File: config.mk
export PLATFORM = sky130hd
export DESIGN_NAME = gr_heep_ext_obi_rr_arbiter
export DESIGN_NICKNAME = d
export VERILOG_FILES = /design/src/rtl/gr_heep_ext_obi_rr_arbiter.sv
export SDC_FILE = /design/constraint.sdc
export NUM_CORES = 1
export LEC_CHECK = 0
export CAP_MARGIN = 20
export CORE_AREA = 2 2 123 125
export DETAILED_ROUTE_END_ITERATION = 10
export DIE_AREA = 0 0 125 127
export HOLD_SLACK_MARGIN = 0.02
export PLACE_DENSITY = 0.67
export SETUP_SLACK_MARGIN = 0.4
export SYNTH_ARGS = -nofsm -noshare
export SYNTH_HDL_FRONTEND = slang
export SYNTH_SLANG_ARGS = --single-unit
File: constraint.sdc
create_clock -name clk_i -period 6.4 [get_ports clk_i]
set_input_delay 1.28 -clock clk_i [delete_from_list [all_inputs] [get_ports clk_i]]
set_output_delay 1.28 -clock clk_i [all_outputs]
set_load 0.05 [all_outputs]
File: src/rtl/gr_heep_ext_obi_rr_arbiter.sv
// N-to-1 round-robin OBI arbiter for the external bus.
// Address phase is locked until granted; an ID FIFO routes in-order responses.
module gr_heep_ext_obi_rr_arbiter #(
  parameter int unsigned NMaster        = 2,
  parameter int unsigned MaxOutstanding = 4,
  parameter int unsigned AddrWidth      = 32,
  parameter int unsigned DataWidth      = 32,
  localparam int unsigned BeWidth = DataWidth / 8,
  localparam int unsigned IdW     = (NMaster > 1) ? $clog2(NMaster) : 1,
  localparam int unsigned PtrW    = (MaxOutstanding > 1) ? $clog2(MaxOutstanding) : 1,
  localparam int unsigned CntW    = $clog2(MaxOutstanding + 1)
) (
  input  logic                         clk_i,
  input  logic                         rst_i,
  input  logic [NMaster-1:0]           m_req_i,
  output logic [NMaster-1:0]           m_gnt_o,
  input  logic [NMaster*AddrWidth-1:0] m_addr_i,
  input  logic [NMaster-1:0]           m_we_i,
  input  logic [NMaster*BeWidth-1:0]   m_be_i,
  input  logic [NMaster*DataWidth-1:0] m_wdata_i,
  output logic [NMaster-1:0]           m_rvalid_o,
  output logic [NMaster*DataWidth-1:0] m_rdata_o,
  output logic                         s_req_o,
  input  logic                         s_gnt_i,
  output logic [AddrWidth-1:0]         s_addr_o,
  output logic                         s_we_o,
  output logic [BeWidth-1:0]           s_be_o,
  output logic [DataWidth-1:0]         s_wdata_o,
  input  logic                         s_rvalid_i,
  input  logic [DataWidth-1:0]         s_rdata_i,
  output logic [CntW-1:0]              outstanding_o,
  output logic                         err_o
);

  localparam int NM = int'(NMaster);

  logic [IdW-1:0]  r_rr;
  logic            r_lock;
  logic [IdW-1:0]  r_lock_idx;
  logic [IdW-1:0]  r_fifo [MaxOutstanding];
  logic [PtrW-1:0] r_wptr;
  logic [PtrW-1:0] r_rptr;
  logic [CntW-1:0] r_cnt;
  logic            r_err;

  logic [IdW-1:0]  w_rr_win;
  logic [IdW-1:0]  w_win;
  logic [IdW-1:0]  w_head;
  logic [IdW-1:0]  w_rr_nxt;
  logic            w_full;
  logic            w_empty;
  logic            w_accept;
  logic            w_stall;
  logic            w_pop;
  int              w_best;

  function automatic logic [PtrW-1:0] ptr_inc(input logic [PtrW-1:0] p);
    return (p == PtrW'(MaxOutstanding - 1)) ? '0 : p + PtrW'(1);
  endfunction

  // Pick the requester at the smallest forward distance from the rr pointer.
  always_comb begin
    w_rr_win = r_rr;
    w_best   = NM;
    for (int j = 0; j < NM; j++) begin
      if (m_req_i[j] && ((j + NM - int'(r_rr)) % NM) < w_best) begin
        w_best   = (j + NM - int'(r_rr)) % NM;
        w_rr_win = IdW'(j);
      end
    end
  end

  assign w_win    = r_lock ? r_lock_idx : w_rr_win;
  assign w_full   = (r_cnt == CntW'(MaxOutstanding));
  assign w_empty  = (r_cnt == '0);
  // Nothing is offered or routed while reset is held, so the FIFO
  // never misses a transaction the slave thinks it accepted.
  assign s_req_o  = !rst_i && (|m_req_i) && !w_full;
  assign w_accept = s_req_o && s_gnt_i;
  assign w_stall  = s_req_o && !s_gnt_i;
  assign w_pop    = !rst_i && s_rvalid_i && !w_empty;
  assign w_head   = r_fifo[r_rptr];
  assign w_rr_nxt = (w_win == IdW'(NMaster - 1)) ? '0 : w_win + IdW'(1);

  assign m_rdata_o     = {NMaster{s_rdata_i}};
  assign outstanding_o = r_cnt;
  assign err_o         = r_err;

  // Route the winner's address phase to the slave and steer gnt/rvalid.
  always_comb begin
    s_addr_o   = '0;
    s_we_o     = 1'b0;
    s_be_o     = '0;
    s_wdata_o  = '0;
    m_gnt_o    = '0;
    m_rvalid_o = '0;
    for (int j = 0; j < NM; j++) begin
      if (w_win == IdW'(j)) begin
        s_addr_o  = m_addr_i[j*AddrWidth +: AddrWidth];
        s_we_o    = m_we_i[j];
        s_be_o    = m_be_i[j*BeWidth +: BeWidth];
        s_wdata_o = m_wdata_i[j*DataWidth +: DataWidth];
      end
      m_gnt_o[j]    = w_accept && (w_win == IdW'(j));
      m_rvalid_o[j] = w_pop && (w_head == IdW'(j));
    end
  end

  // Arbitration state, lock, FIFO pointers, count and sticky error.
  always_ff @(posedge clk_i) begin
    if (rst_i) begin
      r_rr       <= '0;
      r_lock     <= 1'b0;
      r_lock_idx <= '0;
      r_wptr     <= '0;
      r_rptr     <= '0;
      r_cnt      <= '0;
      r_err      <= 1'b0;
    end else begin
      if (w_accept) begin
        r_rr   <= w_rr_nxt;
        r_lock <= 1'b0;
        r_wptr <= ptr_inc(r_wptr);
      end else if (w_stall) begin
        r_lock     <= 1'b1;
        r_lock_idx <= w_win;
      end
      if (w_pop) begin
        r_rptr <= ptr_inc(r_rptr);
      end
      r_cnt <= r_cnt + CntW'(w_accept) - CntW'(w_pop);
      if (s_rvalid_i && w_empty) begin
        r_err <= 1'b1;
      end
    end
  end

  // ID storage: the owner of each accepted transaction, in issue order.
  always_ff @(posedge clk_i) begin
    if (w_accept) begin
      r_fifo[r_wptr] <= w_win;
    end
  end

endmodule
==> results_dict.tcl, run 1 <==
set metrics [dict create \
    synth_cells 222 \
    synth-simple-area-share 0.0625 \
    cpMostUsedCell "clkdlybuf4s50_1" \
    worst_pin_slew_ns 0.664 \
    first_global_vias 2254 \
    synth_compound_area_frac 0.0410 \
    dieHeight_um 127 \
    finalSetupViolCount 0 \
    cts_hold_buffers 0 \
    synthAdderAreaFrac 0.0430 \
    maxCapViolations 0 \
    hpwl_um 8400 \
    antenna_found_initial 0 \
    endpoint_kind "primary output" \
    setup-tns-final_ns 0 \
    clock_latency_ns 0.25 \
    boundaryPins 318 \
    grt_setup_unrepaired "false" \
    synth_area_mm2 0.00250 \
    slew_viol_final 0 \
    cts.repair.resized 0 \
    critPathLaunch "m_req_i[0]" \
    root_buffer "clkbuf_16" \
    slew_headroom 0.558 \
    grt_use_total 0.107 \
    worst_hold_slack_ns 0.484 \
    ys_types 34 \
    dpl_cell_area_mm2 0.00434 \
    start_util 0.173 \
    cp_cell_sequence "clkdlybuf4s50_1 -> a21boi_1 -> o31a_2 -> buf_12 -> mux2_4 -> clkdlybuf4s50_1" \
    drc 0 \
    final_common_cell "clkdlybuf4s50_1" \
    dr_total_vias 2159 \
    io_buffers 221 \
    ys.flop_type "dfxtp_1" \
    cpPeakStageDelay_ns 0.72 \
    synth_top_family_by_area "multiplexers" \
    diodes 0 \
    start_kind "input pin" \
    hold_viol 0 \
    clock_sink_count 17 \
    grtUsageMet3 0.0687 \
    cp_max_fo 49 \
    met2_usage 0.182 \
    grt_max_degree 50 \
    syn-num-nets 406 \
    drt-total-wl_um 9580 \
    layout_common_cells "221 x clkdlybuf4s50_1, 67 x mux2_4, 13 x dfxtp_1" \
    avgSynthCellArea_um2 11.3 \
    met1_usage 0.113 \
    dp_cells 557 \
    nFillCells 1472 \
    h-tree-depth 1 \
    min_from "err_o" \
    grt_busiest_layer "met2" \
    netlist.area_leader.share 0.402 \
    ir_drop_v 0.0000967 \
    grt_pass1_wl_um 13200 \
    max_freq_mhz 188 \
    ys_ff_latch 17 \
    cpMaxStageDelayCell "clkdlybuf4s50_1" \
    synth-edff-count 4 \
    drtIter0Drc 44 \
    die_x_um 125 \
    syn2layout_area_growth_pct 76.9 \
    timing.rr.start "outstanding_o[1]" \
    multi_input_area_mm2 0.00146 \
    tritoncts "yes" \
    crit_required_ns 5.12 \
    path_clk_slew_ns 0.05 \
    post-route-period-util 0.832 \
    wire_per_inst_um 17.1 \
    yosysWarnings 0 \
    layout.cells.non_filler 561 \
    synth.largest_area_cell "mux2_4" \
    yosysSeqAreaShare 0.152 \
    rows 44 \
    min_path_type "register to register" \
    ys_top_cells_by_area "mux2_4 40%, buf_4 19%, dfxtp_1 10%" \
    stdcell_area_mm2 0.00442 \
    synth_mux_area_frac 0.428 \
    finClkSkew_ns 0.00283 \
    gp_congestion 0.845 \
    cp_top_family "buffers and inverters" \
    gr-total-overflow 0 \
    via_per_inst 3.85 \
    final_util 0.307 \
    p_per_area_mw_per_mm2 230 \
    dieArea_mm2 0.0159 \
    post-cts-setup-buffer-count 0 \
    ff_latch_area_um2 380 \
    numCtsBuffers 3 \
    dp_slack_ns 1.07 \
    cts_max_path_buffers 2 \
    power_mw 1.02 \
    crit_type "input pin to primary output" \
    core_mm2 0.0144 \
    synth_xor_area_frac 0.00700 \
    worst-path-buf-inv 3 \
    status "complete, no violations" \
    postSynth.asyncResetShare 0 \
    fin_crit_ns 5.33 \
    final_nets 562 \
    p_leak_nw 1.87 \
    drtPass1Iterations 4 \
    drive_gt1_frac 0.220 \
    setup_ws_ns 1.07 \
    arrival_ns 4.05 \
    ant_nets 0 \
]
-- Yosys cell counts, drive strengths merged (3+ instances only) --
cell / n
nor2b: 3
buf: 73
nor3: 3
inv: 8
a21oi: 5
nor2: 8
o31ai: 3
edfxtp: 4
and2: 5
dfxtp: 13
ha: 7
mux2: 69
-- layer usage --
metal  vias to the layer above  wire (um)
met3                         6       1420
met5                         -          0
met1                       969       3470
li1                       1012          -
met4                         0         62
met2                       172       4620
-- kinds of logic (layout without fill, tap and decap cells) --
kind of cell / Yosys count / in the layout
DFF: 17 / 17
buffers and inverters: 81 / 236
xor gates and xnor gates: 2 / 2
AOI/OAI and AO/OA: 14 / 14
and+or+nand+nor: 28 / 28
muxes: 72 / 72
adders and majority gates: 8 / 8
-- tightest hold or removal path: cells and delay by family, from the launching register on --
kind	cells	cell delay [ns]
AO/OA/AOI/OAI	1	0.05
AND/OR/NAND/NOR	1	0.07
flip-flops	1	0.33
-- report_power, final --
| part | internal (mW) | switching (mW) | total, mW |
|---|---|---|---|
| Combinational | 0.339 | 0.409 | 0.748 |
| Sequential | 0.129 | 0.0180 | 0.147 |
| Clock | 0.0835 | 0.0399 | 0.123 |
| Total | 0.551 | 0.467 | 1.02 |
-- final cells by class --
| type | count | area share |
|---|---|---|
| sequential | 17 | 0.0860 |
| clock inverter | 1 | 0.00113 |
| tap | 184 | 0.0520 |
| timing repair buffer | 224 | 0.508 |
| inverter | 8 | 0.00679 |
| clock buffer | 3 | 0.0170 |
| multi-input combinational | 124 | 0.329 |
-- worst paths after layout --
check / endpoint / slack (ns) / cells past startpoint
worst max-delay path: s_addr_o[20] / 1.07 / 6
worst min register to register: err_o / 0.48 / 2
worst max register to register: outstanding_o[2] / 3.97 / 9
worst min-delay path: err_o / 0.48 / 2
(Power assumes the default switching activity.)
==> run 2: changes to the inputs <==
--- a/config.mk
+++ b/config.mk
@@ -6,11 +6,11 @@
 export NUM_CORES = 1
 export LEC_CHECK = 0
 export CAP_MARGIN = 20
-export CORE_AREA = 2 2 123 125
+export CORE_AREA = 2 2 124 126
 export DETAILED_ROUTE_END_ITERATION = 10
-export DIE_AREA = 0 0 125 127
+export DIE_AREA = 0 0 126 128
 export HOLD_SLACK_MARGIN = 0.02
-export PLACE_DENSITY = 0.67
+export PLACE_DENSITY = 0.66
 export SETUP_SLACK_MARGIN = 0.4
 export SYNTH_ARGS = -nofsm -noshare
 export SYNTH_HDL_FRONTEND = slang
==> constraint.sdc (replaced) <==
create_clock -name clk_i -period 5.6 [get_ports clk_i]
set_input_delay 1.12 -clock clk_i [delete_from_list [all_inputs] [get_ports clk_i]]
set_output_delay 1.12 -clock clk_i [all_outputs]
set_load 0.05 [all_outputs]
==> run 2 against run 1 <==
Compared with the run above: first-iteration DRC count decreased by 14%; sequential power increased by 15%; setup slack got worse by 0.32 ns; critical endpoint is now s_wdata_o[22].
==> results_dict.tcl, run 2 (synthesis gave the netlist of run 1 again) <==
set metrics [dict create \
    status "complete, no violations" \
    ant_nets 0 \
    min_path_type "register to register" \
    timing.rr.start "outstanding_o[1]" \
    syn2layout_area_growth_pct 78.4 \
    nFillCells 1535 \
    hpwl_um 8230 \
    endpoint_kind "primary output" \
    fin_crit_ns 4.85 \
    core_mm2 0.0149 \
    rows 45 \
    crit_type "input pin to primary output" \
    clock_sink_count 17 \
    reg2reg_depth 9 \
    grt_use_total 0.106 \
    post-cts-setup-buffer-count 0 \
    drc 0 \
    cts_max_path_buffers 2 \
    start_util 0.168 \
    diodes 0 \
    dieArea_mm2 0.0161 \
    dr_total_vias 2187 \
    tritoncts "yes" \
    min_path_cells 2 \
    slew_viol_final 0 \
    hold_viol 0 \
    grt_setup_unrepaired "false" \
    worst_pin_slew_ns 0.600 \
    path_clk_slew_ns 0.05 \
    antenna_found_initial 0 \
    grt_max_degree 27 \
    gp_congestion 0.936 \
    cts_hold_buffers 0 \
    p_per_area_mw_per_mm2 263 \
    via_per_inst 3.84 \
    drive_gt1_frac 0.238 \
    maxCapViolations 0 \
    final_common_cell "clkdlybuf4s50_1" \
    io_buffers 221 \
    clock_latency_ns 0.25 \
    layout_common_cells "218 x clkdlybuf4s50_1, 67 x mux2_4, 13 x dfxtp_1" \
    numCtsBuffers 3 \
    dieHeight_um 128 \
    grt_pass1_wl_um 13300 \
    ff2ff_setup_slack_ns 3.11 \
    cp_max_fo 18 \
    final_nets 567 \
    ir_drop_v 0.000125 \
    multi_input_area_mm2 0.00146 \
    finalSetupViolCount 0 \
    p_leak_nw 1.89 \
    die_x_um 126 \
    crit_required_ns 4.48 \
    cp-endpoint "s_wdata_o[22]" \
    boundaryPins 318 \
    slew_headroom 0.600 \
    root_buffer "clkbuf_16" \
    post-route-period-util 0.866 \
    wire_per_inst_um 16.6 \
    start_kind "input pin" \
    first_global_vias 2287 \
    ff_latch_area_um2 380 \
    h-tree-depth 1 \
    drt-total-wl_um 9480 \
    timing.rr.end "outstanding_o[2]" \
    cts.repair.resized 0 \
    finClkSkew_ns 0.00107 \
    drtPass1Iterations 4 \
    arrival_ns 3.73 \
    critPathLaunch "m_req_i[0]" \
    gr-total-overflow 0 \
    setup-tns-final_ns 0 \
    dpl_cell_area_mm2 0.00438 \
    max_freq_mhz 206 \
    drtIter0Drc 38 \
    stdcell_area_mm2 0.00446 \
]
[run 2: metal layers]
layer  global-route usage  up-vias  wire [um]
li1                     -     1023          -
met1                0.125      964       3720
met2                0.168      194       4290
met3               0.0672        6       1420
met4               0.0142        0         42
met5                    0        -          0
[run 2: worst min path at each step]
stage	from	slack [ns]	end
after floorplan	r_rptr[0]	0.46	register
final	err_o	0.49	err_o
after global placement	err_o	0.46	err_o
after global routing	r_rptr[0]	0.52	register
after detailed placement	err_o	0.48	err_o
after CTS	err_o	0.49	err_o
[run 2: critical path: stages]
cell,delay [ns]
clkdlybuf4s50_1,0.51
a21boi_1,0.17
o31a_2,0.55
buf_4,0.34
mux2_4,0.32
clkdlybuf4s50_1,0.70
[run 2: layout make-up]
class | count | share of cell area
clock inverters | 1 | 0.00168
multi-input cells | 124 | 0.326
repair buffers | 229 | 0.510
clock buffers | 3 | 0.0168
inverters | 8 | 0.00673
well taps | 188 | 0.0527
flip-flops and latches | 17 | 0.0852
[run 2: report_power, final]
group / switching (mW) / internal [mW]
Clock: 0.0466 / 0.0962
Sequential: 0.0215 / 0.147
Combinational: 0.469 / 0.393
Total: 0.538 / 0.637
[run 2: per-stage QoR]
stage | total power [mW] | utilization | setup slack, ns | hold slack [ns] | instances
after CTS | 1.19 | 0.300 | 0.680 | 0.493 | 570
after global placement | 1.03 | 0.295 | 0.705 | 0.455 | 566
after floorplan | 0.882 | - | 1.99 | 0.463 | 222
after global routing | 1.23 | 0.300 | 0.580 | 0.517 | 570
after detailed placement | 1.04 | 0.295 | 0.695 | 0.479 | 566
final | 1.17 | 0.300 | 0.750 | 0.488 | 570
==> run 3: changes to the inputs <==
--- a/config.mk
+++ b/config.mk
@@ -6,11 +6,12 @@
 export NUM_CORES = 1
 export LEC_CHECK = 0
 export CAP_MARGIN = 20
-export CORE_AREA = 2 2 124 126
+export CORE_AREA = 2 2 123 125
 export DETAILED_ROUTE_END_ITERATION = 10
-export DIE_AREA = 0 0 126 128
+export DIE_AREA = 0 0 125 127
 export HOLD_SLACK_MARGIN = 0.02
-export PLACE_DENSITY = 0.66
+export MAX_ROUTING_LAYER = met4
+export PLACE_DENSITY = 0.67
 export SETUP_SLACK_MARGIN = 0.4
 export SYNTH_ARGS = -nofsm -noshare
 export SYNTH_HDL_FRONTEND = slang
==> constraint.sdc (replaced) <==
create_clock -name clk_i -period 6.3 [get_ports clk_i]
set_input_delay 1.26 -clock clk_i [delete_from_list [all_inputs] [get_ports clk_i]]
set_output_delay 1.26 -clock clk_i [all_outputs]
set_load 0.05 [all_outputs]
==> run 3 against run 2 <==
Compared with the run above: die area shrank 1.6%; clock skew is essentially flat; power shrank 11%; clock power shrank 12%; sequential power shrank 12%; first-iteration DRC count grew 63%; critical path type unchanged; largest power group unchanged; highest routed layer unchanged.
==> results_dict.tcl, run 3 (synthesis gave the netlist of run 1 again) <==
set metrics [dict create \
    clock_sink_count 17 \
    boundaryPins 318 \
    slew_viol_final 0 \
    layout_common_cells "221 x clkdlybuf4s50_1, 67 x mux2_4, 13 x dfxtp_1" \
    cp_max_fo 24 \
    io_buffers 221 \
    post-cts-setup-buffer-count 0 \
    gr-total-overflow 0 \
    numCtsBuffers 3 \
    arrival_ns 3.98 \
    nFillCells 1469 \
    p_per_area_mw_per_mm2 234 \
    cts_hold_buffers 0 \
    gp_congestion 0.880 \
    cpMaxStageDelayCell "clkdlybuf4s50_1" \
    diodes 0 \
    via_per_inst 3.89 \
    dieHeight_um 127 \
    status "complete, no violations" \
    ant_nets 0 \
    cpMostUsedCell "clkdlybuf4s50_1" \
    first_global_vias 2312 \
    grt_use_total 0.112 \
    rows 44 \
    cpPeakStageDelay_ns 0.71 \
    syn2layout_area_growth_pct 78.0 \
    drt-total-wl_um 9670 \
    drtPass1Iterations 4 \
    hold_viol 0 \
    wire_per_inst_um 17.1 \
    min_path_type "register to register" \
    drc 0 \
    grt_max_degree 29 \
    dp_slack_ns 1.03 \
    drtIter0Drc 62 \
    start_kind "input pin" \
    worst_hold_slack_ns 0.474 \
    path_clk_slew_ns 0.05 \
    dr_total_vias 2199 \
    finalSetupViolCount 0 \
    drive_gt1_frac 0.226 \
    core_mm2 0.0144 \
    root_buffer "clkbuf_16" \
    grt_pass1_wl_um 13600 \
    worst-path-buf-inv 3 \
    setup_ws_ns 1.06 \
    clock_latency_ns 0.25 \
    final_common_cell "clkdlybuf4s50_1" \
    antenna_found_initial 0 \
    max_freq_mhz 191 \
    setup-tns-final_ns 0 \
    worst_pin_slew_ns 0.764 \
    cp_cell_sequence "clkdlybuf4s50_1 -> a21boi_1 -> o31a_2 -> buf_4 -> mux2_4 -> clkdlybuf4s50_1" \
    die_x_um 125 \
    tritoncts "yes" \
    crit_required_ns 5.04 \
    dieArea_mm2 0.0159 \
    p_leak_nw 1.88 \
    ir_drop_v 0.0000973 \
    slew_headroom 0.490 \
    cp_top_family "buffers and inverters" \
    cts_max_path_buffers 2 \
    finClkSkew_ns 0.00120 \
    post-route-period-util 0.832 \
    cts.repair.resized 0 \
    crit_type "input pin to primary output" \
    endpoint_kind "primary output" \
    final_nets 566 \
    fin_crit_ns 5.24 \
    h-tree-depth 1 \
    start_util 0.173 \
    grt_setup_unrepaired "false" \
    maxCapViolations 0 \
    hpwl_um 8530 \
]
==> run 3: cell count changes in the layout (fill, tap and decap cells not counted), sizes merged <==
cell           before  now
buf                11    7
clkbuf              3    4
clkdlybuf4s50     218  221
clkinvlp            1    0
==> run 3: cell type report <==
type / count / area (um^2) / area share
clock buffer: 4 / 78.8 / 0.0177
multi-input combinational: 124 / 1460 / 0.327
sequential: 17 / 380 / 0.0854
inverter: 8 / 30.0 / 0.00674
timing repair buffer: 228 / 2280 / 0.511
tap: 184 / 230 / 0.0517
==> run 3: worst paths after layout <==
kind                                        from                to  slack [ns]  depth (start not counted)
worst max-delay path                  m_req_i[0]      s_addr_o[19]        1.06                          6
worst min register to register             err_o             err_o        0.47                          2
worst max register to register  outstanding_o[1]  outstanding_o[2]        3.83                          9
worst min-delay path                       err_o             err_o        0.47                          2
==> run 3: layer usage <==
metal | global-route usage | vias to the layer above | share of wire
met3 | 0.0645 | 13 | 0.13
met5 | - | - | 0
met2 | 0.175 | 175 | 0.46
met4 | 0.0176 | 0 | 0.012
li1 | - | 1018 | -
met1 | 0.129 | 993 | 0.39
==> run 3: worst register-to-register path: cells and delay by family (launching register included) <==
| kind | cells | cell delay (ns) |
|---|---|---|
| XOR/XNOR | 1 | 0.18 |
| adder cells (fa/ha/maj) | 3 | 0.88 |
| buffers and inverters | 2 | 0.18 |
| flip-flops | 1 | 0.47 |
| AND/OR/NAND/NOR | 3 | 0.66 |
==> run 3: power by group <==
| part | switching [mW] | leakage (nW) | internal [mW] |
|---|---|---|---|
| combinational | 0.417 | 1.70 | 0.349 |
| clock | 0.0401 | 0.0382 | 0.0859 |
| sequential | 0.0183 | 0.143 | 0.131 |
| total | 0.475 | 1.88 | 0.565 |
==> run 3: metrics by stage <==
stage,util,cell area [um^2],std cells,total power [mW]
floorplan,-,2500,222,0.784
global placement,0.303,4370,561,0.911
detailed placement,0.303,4370,561,0.918
CTS,0.309,4450,565,1.05
global route,0.309,4450,565,1.08
finish,0.309,4450,565,1.04
